`src/rtl/maze_move_ctrl.sv`:
```
// Maze game sequencer: holds the player tile and level, validates each requested
// move against the level wall table and turns the tile into a block pixel position.
module maze_move_ctrl #(
    parameter int BLK_SIZE    = 10,
    parameter int MOVE_FRAMES = 8,
    parameter int LAST_LEVEL  = 2
) (
    input  logic        clk,
    input  logic        rst,
    input  logic        frame_tick,
    input  logic        btn_up,
    input  logic        btn_down,
    input  logic        btn_left,
    input  logic        btn_right,
    input  logic        btn_restart,
    input  logic [9:0]  tile_w,
    input  logic [9:0]  tile_h,
    input  logic [4:0]  num_rows,
    input  logic [4:0]  num_cols,
    output logic [4:0]  qry_row,
    output logic [4:0]  qry_col,
    input  logic [3:0]  qry_walls,
    output logic [1:0]  level_select,
    output logic [10:0] blkpos_x,
    output logic [10:0] blkpos_y,
    output logic        game_done,
    output logic        move_busy
);

    typedef enum logic [2:0] {S_IDLE, S_QUERY, S_CHECK, S_UPDATE, S_GOAL, S_WIN} state_t;
    typedef enum logic [1:0] {DIR_UP, DIR_DOWN, DIR_LEFT, DIR_RIGHT} dir_t;

    localparam int               CNT_W      = (MOVE_FRAMES > 1) ? $clog2(MOVE_FRAMES) : 1;
    localparam logic [CNT_W-1:0] CNT_RELOAD = CNT_W'(MOVE_FRAMES - 1);
    localparam logic [1:0]       LAST_LVL   = 2'(LAST_LEVEL);
    localparam logic [9:0]       BLK        = 10'(BLK_SIZE);

    state_t           state;
    dir_t             dir;
    dir_t             req_dir;
    logic [4:0]       row, col;
    logic [3:0]       walls;
    logic [CNT_W-1:0] rpt_cnt;
    logic             any_dir;
    logic             blocked;
    logic             at_goal;
    logic [9:0]       x_off, y_off;
    logic [10:0]      x_next, y_next;

    // NOTE: every always_comb output gets a default first so no latch can be inferred.
    always_comb begin
        any_dir = btn_up | btn_down | btn_left | btn_right;
        req_dir = DIR_RIGHT;
        if (btn_up)        req_dir = DIR_UP;
        else if (btn_down) req_dir = DIR_DOWN;
        else if (btn_left) req_dir = DIR_LEFT;

        blocked = 1'b0;
        case (dir)
            DIR_UP:    blocked = walls[3] || (row == 5'd0);
            DIR_DOWN:  blocked = walls[2] || (row == num_rows - 5'd1);
            DIR_LEFT:  blocked = walls[1] || (col == 5'd0);
            DIR_RIGHT: blocked = walls[0] || (col == num_cols - 5'd1);
            default:   blocked = 1'b1;
        endcase

        at_goal = (row == num_rows - 5'd1) && (col == num_cols - 5'd1);

        // Arithmetic is done modulo 2^11, which equals truncating the full result.
        x_off  = (tile_w >= BLK) ? ((tile_w - BLK) >> 1) : 10'd0;
        y_off  = (tile_h >= BLK) ? ((tile_h - BLK) >> 1) : 10'd0;
        x_next = 11'(col) * 11'(tile_w) + 11'(x_off);
        y_next = 11'(row) * 11'(tile_h) + 11'(y_off);
    end

    always_ff @(posedge clk or negedge rst) begin
        if (!rst) begin
            state        <= S_IDLE;
            dir          <= DIR_UP;
            row          <= '0;
            col          <= '0;
            walls        <= '0;
            level_select <= '0;
            qry_row      <= '0;
            qry_col      <= '0;
            game_done    <= 1'b0;
            move_busy    <= 1'b0;
            rpt_cnt      <= '0;
        end else begin
            if (!any_dir) rpt_cnt <= '0;

            case (state)
                S_IDLE: begin
                    if (btn_restart) begin
                        level_select <= '0;
                        row          <= '0;
                        col          <= '0;
                        rpt_cnt      <= '0;
                    end else if (frame_tick && any_dir) begin
                        if (rpt_cnt == '0) begin
                            rpt_cnt   <= CNT_RELOAD;
                            dir       <= req_dir;
                            qry_row   <= row;
                            qry_col   <= col;
                            move_busy <= 1'b1;
                            state     <= S_QUERY;
                        end else begin
                            rpt_cnt <= rpt_cnt - CNT_W'(1);
                        end
                    end
                end
                S_QUERY: begin
                    walls <= qry_walls;
                    state <= S_CHECK;
                end
                S_CHECK: begin
                    if (blocked) begin
                        move_busy <= 1'b0;
                        state     <= S_IDLE;
                    end else begin
                        state <= S_UPDATE;
                    end
                end
                S_UPDATE: begin
                    case (dir)
                        DIR_UP:    row <= row - 5'd1;
                        DIR_DOWN:  row <= row + 5'd1;
                        DIR_LEFT:  col <= col - 5'd1;
                        default:   col <= col + 5'd1;
                    endcase
                    state <= S_GOAL;
                end
                S_GOAL: begin
                    move_busy <= 1'b0;
                    state     <= S_IDLE;
                    if (at_goal) begin
                        if (level_select < LAST_LVL) begin
                            level_select <= level_select + 2'd1;
                            row          <= '0;
                            col          <= '0;
                        end else begin
                            game_done <= 1'b1;
                            state     <= S_WIN;
                        end
                    end
                end
                S_WIN: begin
                    if (btn_restart) begin
                        level_select <= '0;
                        row          <= '0;
                        col          <= '0;
                        rpt_cnt      <= '0;
                        game_done    <= 1'b0;
                        state        <= S_IDLE;
                    end
                end
                default: begin
                    move_busy <= 1'b0;
                    state     <= S_IDLE;
                end
            endcase
        end
    end

    always_ff @(posedge clk or negedge rst) begin
        if (!rst) begin
            blkpos_x <= '0;
            blkpos_y <= '0;
        end else begin
            blkpos_x <= x_next;
            blkpos_y <= y_next;
        end
    end

endmodule
```
`config.mk`:
```
export PLATFORM = sky130hd
export DESIGN_NAME = maze_move_ctrl
export DESIGN_NICKNAME = d
export VERILOG_FILES = /design/src/rtl/maze_move_ctrl.sv
export SDC_FILE = /design/constraint.sdc
export NUM_CORES = 1
export LEC_CHECK = 0
export BUFFER_PORTS_ARGS = -buffer_cell sky130_fd_sc_hd__buf_4
export CAP_MARGIN = 30
export CORE_ASPECT_RATIO = 1.4
export CORE_MARGIN = 5
export CORE_UTILIZATION = 45
export CTS_CLUSTER_DIAMETER = 200
export CTS_CLUSTER_SIZE = 16
export DETAILED_ROUTE_END_ITERATION = 6
export GPL_TIMING_DRIVEN = 0
export REMOVE_ABC_BUFFERS = 1
export SLEW_MARGIN = 20
export SYNTH_ARGS = -nofsm -noshare
export SYNTH_HDL_FRONTEND = slang
export SYNTH_SLANG_ARGS = --single-unit
```
`constraint.sdc`:
```
create_clock -name clk -period 4.15 [get_ports clk]
set_input_delay 0.2075 -clock clk [delete_from_list [all_inputs] [get_ports clk]]
set_output_delay 0.2075 -clock clk [all_outputs]
set_load 0.03 [all_outputs]
```
==> flow_metrics.tcl, run 1 <==
set metrics [dict create \
    outcome "finished clean" \
    io_buffers 77 \
    comb_power_share 0.600 \
    ys.flop_type "dfrtp_1" \
    pwr-share-clk 0.168 \
    grt_max_degree 59 \
    ant_nets 0 \
    grt_pass1_wl_um 21600 \
    ys_seq_elements 58 \
    fillers 1166 \
    cts_setup_buffers 0 \
    seqPwrFrac 0.232 \
    first_global_vias 4568 \
    die_y_um 144 \
    synth_edf_count 0 \
    path_class "in2reg" \
    clock_sinks 58 \
    finalNonFillerCells 846 \
    clockBufferDepth 2 \
    slowest_stage "fa_1" \
    cts_made_buffers 9 \
    ys_types 51 \
    p_int_mw 2.48 \
    fin_crit_ns 3.93 \
    highest_layer "met4" \
    grtUsageTotal 0.179 \
    crit_fanout 9 \
    place_inst 829 \
    hold_start "btn_down" \
    yosysSeqAreaShare 0.253 \
    ir_drop_uv 533 \
    tritoncts "done" \
    max_slew_margin 0.492 \
    wl_met1_um 5210 \
    fmax_mhz 254 \
    finClkSkew_ns 0.00746 \
    drtIter0Drc 87 \
    ys_top_cells_by_area "dfrtp_1 (25%), fa_1 (20%), ha_1 (9.1%)" \
    synth_area_um2 5750 \
    dieArea_um2 15200 \
    ios 78 \
    clkLatencyLatePin_ns 0.34 \
    syn_area_per_cell_um2 9.27 \
    crit_start "tile_w[5]" \
    nets 830 \
    leakage_nw 3.24 \
    htreeDepth 3 \
    yosysMostFrequentCell "nand2_1" \
    area_growth_pct 17.9 \
    rsz0062_at_grt "false" \
    layout_setup_ws_ns 0.220 \
    drive_gt1_frac 0.172 \
    synth-async-reset-ratio 1.00 \
    holdCritPathClass "in2reg" \
    reg2reg_from "col[1]$_DFFE_PN0P_" \
    wl_um 12800 \
    wl_per_cell_um 15.1 \
    dr.pass1.iters 4 \
    syn_inst 620 \
    cp_slowest_stage_delay_ns 0.55 \
    synth_area_leader_cell "dfrtp_1" \
    holdWs_ns 0.0621 \
    start_util 0.453 \
    drc 0 \
    ys_warn_count 0 \
    path_cells "buf_4, nor4_4, nand2_1, or3_1, nand2_1, fa_1, fa_1, fa_1, inv_1, ha_1, a21o_1, a21oi_2, o21bai_1, a21oi_2, o21ai_0, xnor2_1" \
    end_kind "flip-flop" \
    cp-start-kind "input port" \
    reg2reg_slack_ns 0.26 \
    finalMaxSlewViolations 0 \
    dr_wl_met3_um 467 \
    core_area_um2 12700 \
    final_util 0.534 \
    grt_overflow 0 \
    p_switching_mw 2.01 \
    period_share 0.947 \
    antenna_found_initial 0 \
    synth_top_area_share 0.253 \
    dieWidth_um 106 \
    p_sw_frac 0.448 \
    synth_commonest_cells "nand2_1 (86), inv_1 (82), dfrtp_1 (58), fa_1 (58), ha_1 (42)" \
    hold_violations 0 \
    setup_violations 0 \
    hpwl_um 9910 \
    crit_top_cell "fa_1" \
    gp_congestion 0.813 \
    antennaDiodeCount 0 \
    required_ns 4.36 \
    pre_cts_slack_ns -0.369 \
    vias 4398 \
    power.density_nw_per_um2 662 \
    crit_arrival_ns 4.14 \
    clkTransAtPathRegs_ns 0.05 \
    via_per_inst 5.20 \
    final.setup.tns_ns 0 \
    max_cap_viol_count 0 \
    tightestPinTransition_ns 0.761 \
    fp-row-count 49 \
    met2_length_um 6900 \
    cts_root_buffer "clkbuf_16" \
]
registers in the layout (all words and copies together) (netlist names):
| signal | cells |
|---|---|
| qry_col | 5 |
| qry_row | 5 |
| blkpos_x | 11 |
| level_select | 2 |
| blkpos_y | 11 |
| dir | 2 |
| game_done | 1 |
| row | 5 |
| rpt_cnt | 3 |
| move_busy | 1 |
| col | 5 |
| walls | 4 |
| state | 3 |
power by group through the flow:
stage	Combinational, mW	Clock, mW	Sequential [mW]
detailed placement	2.73	0	1.05
global route	3.05	0.805	1.08
CTS	2.75	0.780	1.04
global placement	2.65	0	1.05
floorplan	1.79	0	1.25
finish	2.69	0.756	1.04
logic make-up after synthesis:
| logic type | count (synthesis) | synth area share |
|---|---|---|
| multiplexers | 12 | 0.0242 |
| AO/OA/AOI/OAI | 87 | 0.106 |
| flip-flops | 58 | 0.253 |
| XOR/XNOR | 56 | 0.0853 |
| AND/OR/NAND/NOR | 204 | 0.171 |
| buffers and inverters | 103 | 0.0677 |
| adder cells (fa/ha/maj) | 100 | 0.293 |
worst max-delay path, delay by kind of cell:
kind,cells,cell delay [ns]
xor gates and xnor gates,1,0.14
and+or+nand+nor,4,0.98
adders and majority gates,4,1.80
AOI/OAI and AO/OA,5,0.81
buffers and inverters,2,0.21
stage by stage:
step / area [µm²] / power [mW]
floorplan: 5670 / 3.04
global placement: 6440 / 3.70
detailed placement: 6440 / 3.78
CTS: 6760 / 4.57
global route: 6780 / 4.94
finish: 6780 / 4.49
path summary, 6_finish.rpt:
check,end,depth (start not counted)
hold / removal,dir[1]$_DFFE_PN0P_,2
max in group asynchronous,dir[1]$_DFFE_PN0P_,2
hold reg to reg,rpt_cnt[1]$_DFF_PN0_,2
setup reg to reg,blkpos_x[10]$_DFF_PN0_,12
min in group asynchronous,blkpos_x[9]$_DFF_PN0_,2
setup / recovery,blkpos_x[10]$_DFF_PN0_,16
metal layers:
metal  track usage  vias to the layer above
li1              -                     2125
met1         0.207                     2168
met2         0.327                       91
met3        0.0351                       14
met4        0.0648                        0
met5             0                        -
area by class of cell:
class	count	area (µm²)	area share
Clock inverter	6	66.3	0.00978
Multi-Input combinational cell	459	3940	0.580
Timing Repair Buffer	78	588	0.0867
Inverter	82	308	0.0454
Clock buffer	10	239	0.0353
Tap cell	153	191	0.0282
Sequential cell	58	1450	0.214
cells in the final DEF (no fill, tap or decap), drive strengths merged, types with 2 or more instances in the layout:
cell type	n
nand2	86
inv	82
buf	77
fa	58
dfrtp	58
ha	42
xnor2	40
nor2	38
and2	30
o21ai	27
a21oi	20
xor2	16
mux2	12
a21o	11
clkbuf	10
nor2b	8
nor3	8
nand2b	7
nand3	7
a22o	5
or3	4
o21bai	4
o31ai	4
or4	3
nand3b	3
clkinvlp	3
nor3b	3
a21boi	2
nand4bb	2
a211oi	2
o311ai	2
nor4	2
clkinv	2
timing repair:
| item | in CTS | in global routing |
|---|---|---|
| resized for setup | 1 | 4 |
| pin swaps | 0 | 0 |
| endpoints found under the hold margin | 58 | 0 |
| hold buffers | 1 | 0 |
| setup endpoints to repair | 1 | 2 |
Power figures use the tool's default switching activity.
==> inputs of run 2 (changes only) <==
Settings changed: PLACE_DENSITY set to 0.75.
==> run 2 against run 1 <==
  * Maximum frequency rose by 0.61%
  * Clock skew rose by 0.0016 ns
  * Global-route usage barely moved
  * Worst hold slack improved by 0.011 ns
  * Worst setup slack improved by 0.024 ns
  * Register-to-register slack got worse by 0.02 ns
  * Non-clock buffer count did not move
  * Clock-buffer cell count fell by 1
  * Cell area rose by 0.50%
  * Via count rose by 2.8%
  * Largest cell class unchanged
==> flow_metrics.tcl, run 2 (synthesis gave the netlist of run 1 again) <==
set metrics [dict create \
    mostFrequentLayoutCell "nand2_1" \
    die_y_um 144 \
    reg.largest.list "blkpos_x (11), blkpos_y (11)" \
    antenna_found_initial 0 \
    mostFrequentLayoutCells "nand2_1 (86), inv_1 (82), buf_4 (77)" \
    htreeDepth 3 \
    clkLatencyLatePin_ns 0.33 \
    required_ns 4.40 \
    finClkSkew_ns 0.00910 \
    grt_overflow 0 \
    drive_gt1_frac 0.177 \
    fin_total_pwr_mw 4.56 \
    hpwl_um 10200 \
    max_slew_margin 0.495 \
    dieArea_um2 15200 \
    clockBufferDepth 2 \
    holdWs_ns 0.0730 \
    final_area_um2 6810 \
    place_inst 829 \
    wl_per_cell_um 15.4 \
    rsz0062_at_grt "false" \
    crit_arrival_ns 4.16 \
    wl_um 13000 \
    gp_congestion 0.841 \
    final_util 0.537 \
    fin_crit_ns 3.91 \
    path_class "reg2reg" \
    cp-start-kind "flip-flop" \
    drtIter0Drc 159 \
    holdCritPathClass "in2reg" \
    outcome "finished clean" \
    finalNonFillerCells 846 \
    nets 830 \
    whs_endpoint "dir[1]$_DFFE_PN0P_" \
    tritoncts "done" \
    first_global_vias 4798 \
    crit_fanout 13 \
    ir_drop_uv 462 \
    dieWidth_um 106 \
    fmax_mhz 256 \
    crit_start "row[1]$_DFFE_PN0P_" \
    dpl_cell_area_um2 6440 \
    area_growth_pct 18.5 \
    antennaDiodeCount 0 \
    dr.pass1.iters 4 \
    vias 4520 \
    hold_start "btn_up" \
    cts_root_buffer "clkbuf_16" \
    fp-row-count 49 \
    period_share 0.941 \
    r2r-end "blkpos_y[10]$_DFF_PN0_" \
    min_delay_path_depth 2 \
    rr_worst_depth 14 \
    grt_pass1_wl_um 21900 \
    power.density_nw_per_um2 669 \
    hold_violations 0 \
    leakage_nw 3.25 \
    max_cap_viol_count 0 \
    layout_setup_ws_ns 0.244 \
    end_kind "flip-flop" \
    core_area_um2 12700 \
    start_util 0.453 \
    cts_made_buffers 9 \
    io_buffers 77 \
    ios 78 \
    setup_violations 0 \
    clock_sinks 58 \
    reg2reg_slack_ns 0.24 \
    reg2reg_from "row[1]$_DFFE_PN0P_" \
    grtUsageTotal 0.179 \
    ant_nets 0 \
    grt_max_degree 59 \
    clkTransAtPathRegs_ns 0.06 \
    drc 0 \
    via_per_inst 5.34 \
    finalMaxSlewViolations 0 \
    pre_cts_slack_ns -0.354 \
    final.setup.tns_ns 0 \
    tightestPinTransition_ns 0.757 \
]
-- run 2: critical path, stage by stage, from the launching register on --
cell and delay [ns]:
dfrtp_1 0.64, inv_1 0.23, nor2_1 0.20, fa_1 0.42, ha_1 0.34, fa_1 0.58, inv_1 0.07, fa_1 0.46
inv_1 0.07, a21o_1 0.10, a21oi_1 0.09, o21bai_1 0.15, a21oi_1 0.11, o21ai_0 0.22, xnor2_1 0.14
-- run 2: worst max-delay path by stage --
stage,endpoint
floorplan,blkpos_x[10]$_DFF_PN0_
global placement,blkpos_x[10]$_DFF_PN0_
detailed placement,blkpos_x[10]$_DFF_PN0_
CTS,blkpos_x[10]$_DFF_PN0_
global route,blkpos_y[10]$_DFF_PN0_
finish,blkpos_y[10]$_DFF_PN0_
-- run 2: final cells by class --
| cell class | count | area [µm²] |
|---|---|---|
| clock inverter | 7 | 101 |
| fill | 1145 | 5880 |
| multi-input combinational | 459 | 3950 |
| tap | 153 | 191 |
| clock buffer | 9 | 225 |
| timing repair buffer | 78 | 588 |
| sequential | 58 | 1450 |
| inverter | 82 | 308 |
-- run 2: repair_timing --
item                                    CTS  global route
resized for setup                         1             9
gates cloned                              0             0
buffers inserted                          0             0
hold endpoints to repair                 58             0
endpoints found under the setup margin    1             2
pin swaps                                 0             0
hold buffers                              1             0
-- run 2: power by group --
| part | leakage, nW | switching (mW) | internal [mW] |
|---|---|---|---|
| sequential | 0.736 | 0.242 | 0.803 |
| combinational | 2.36 | 1.51 | 1.19 |
| clock | 0.152 | 0.279 | 0.529 |
-- run 2: metal layers --
metal | track usage | vias up | part of all wire
li1 | - | 2126 | -
met1 | 0.205 | 2276 | 0.38
met2 | 0.336 | 106 | 0.56
met3 | 0.0328 | 12 | 0.048
met4 | 0.0553 | 0 | 0.010
met5 | 0 | - | 0
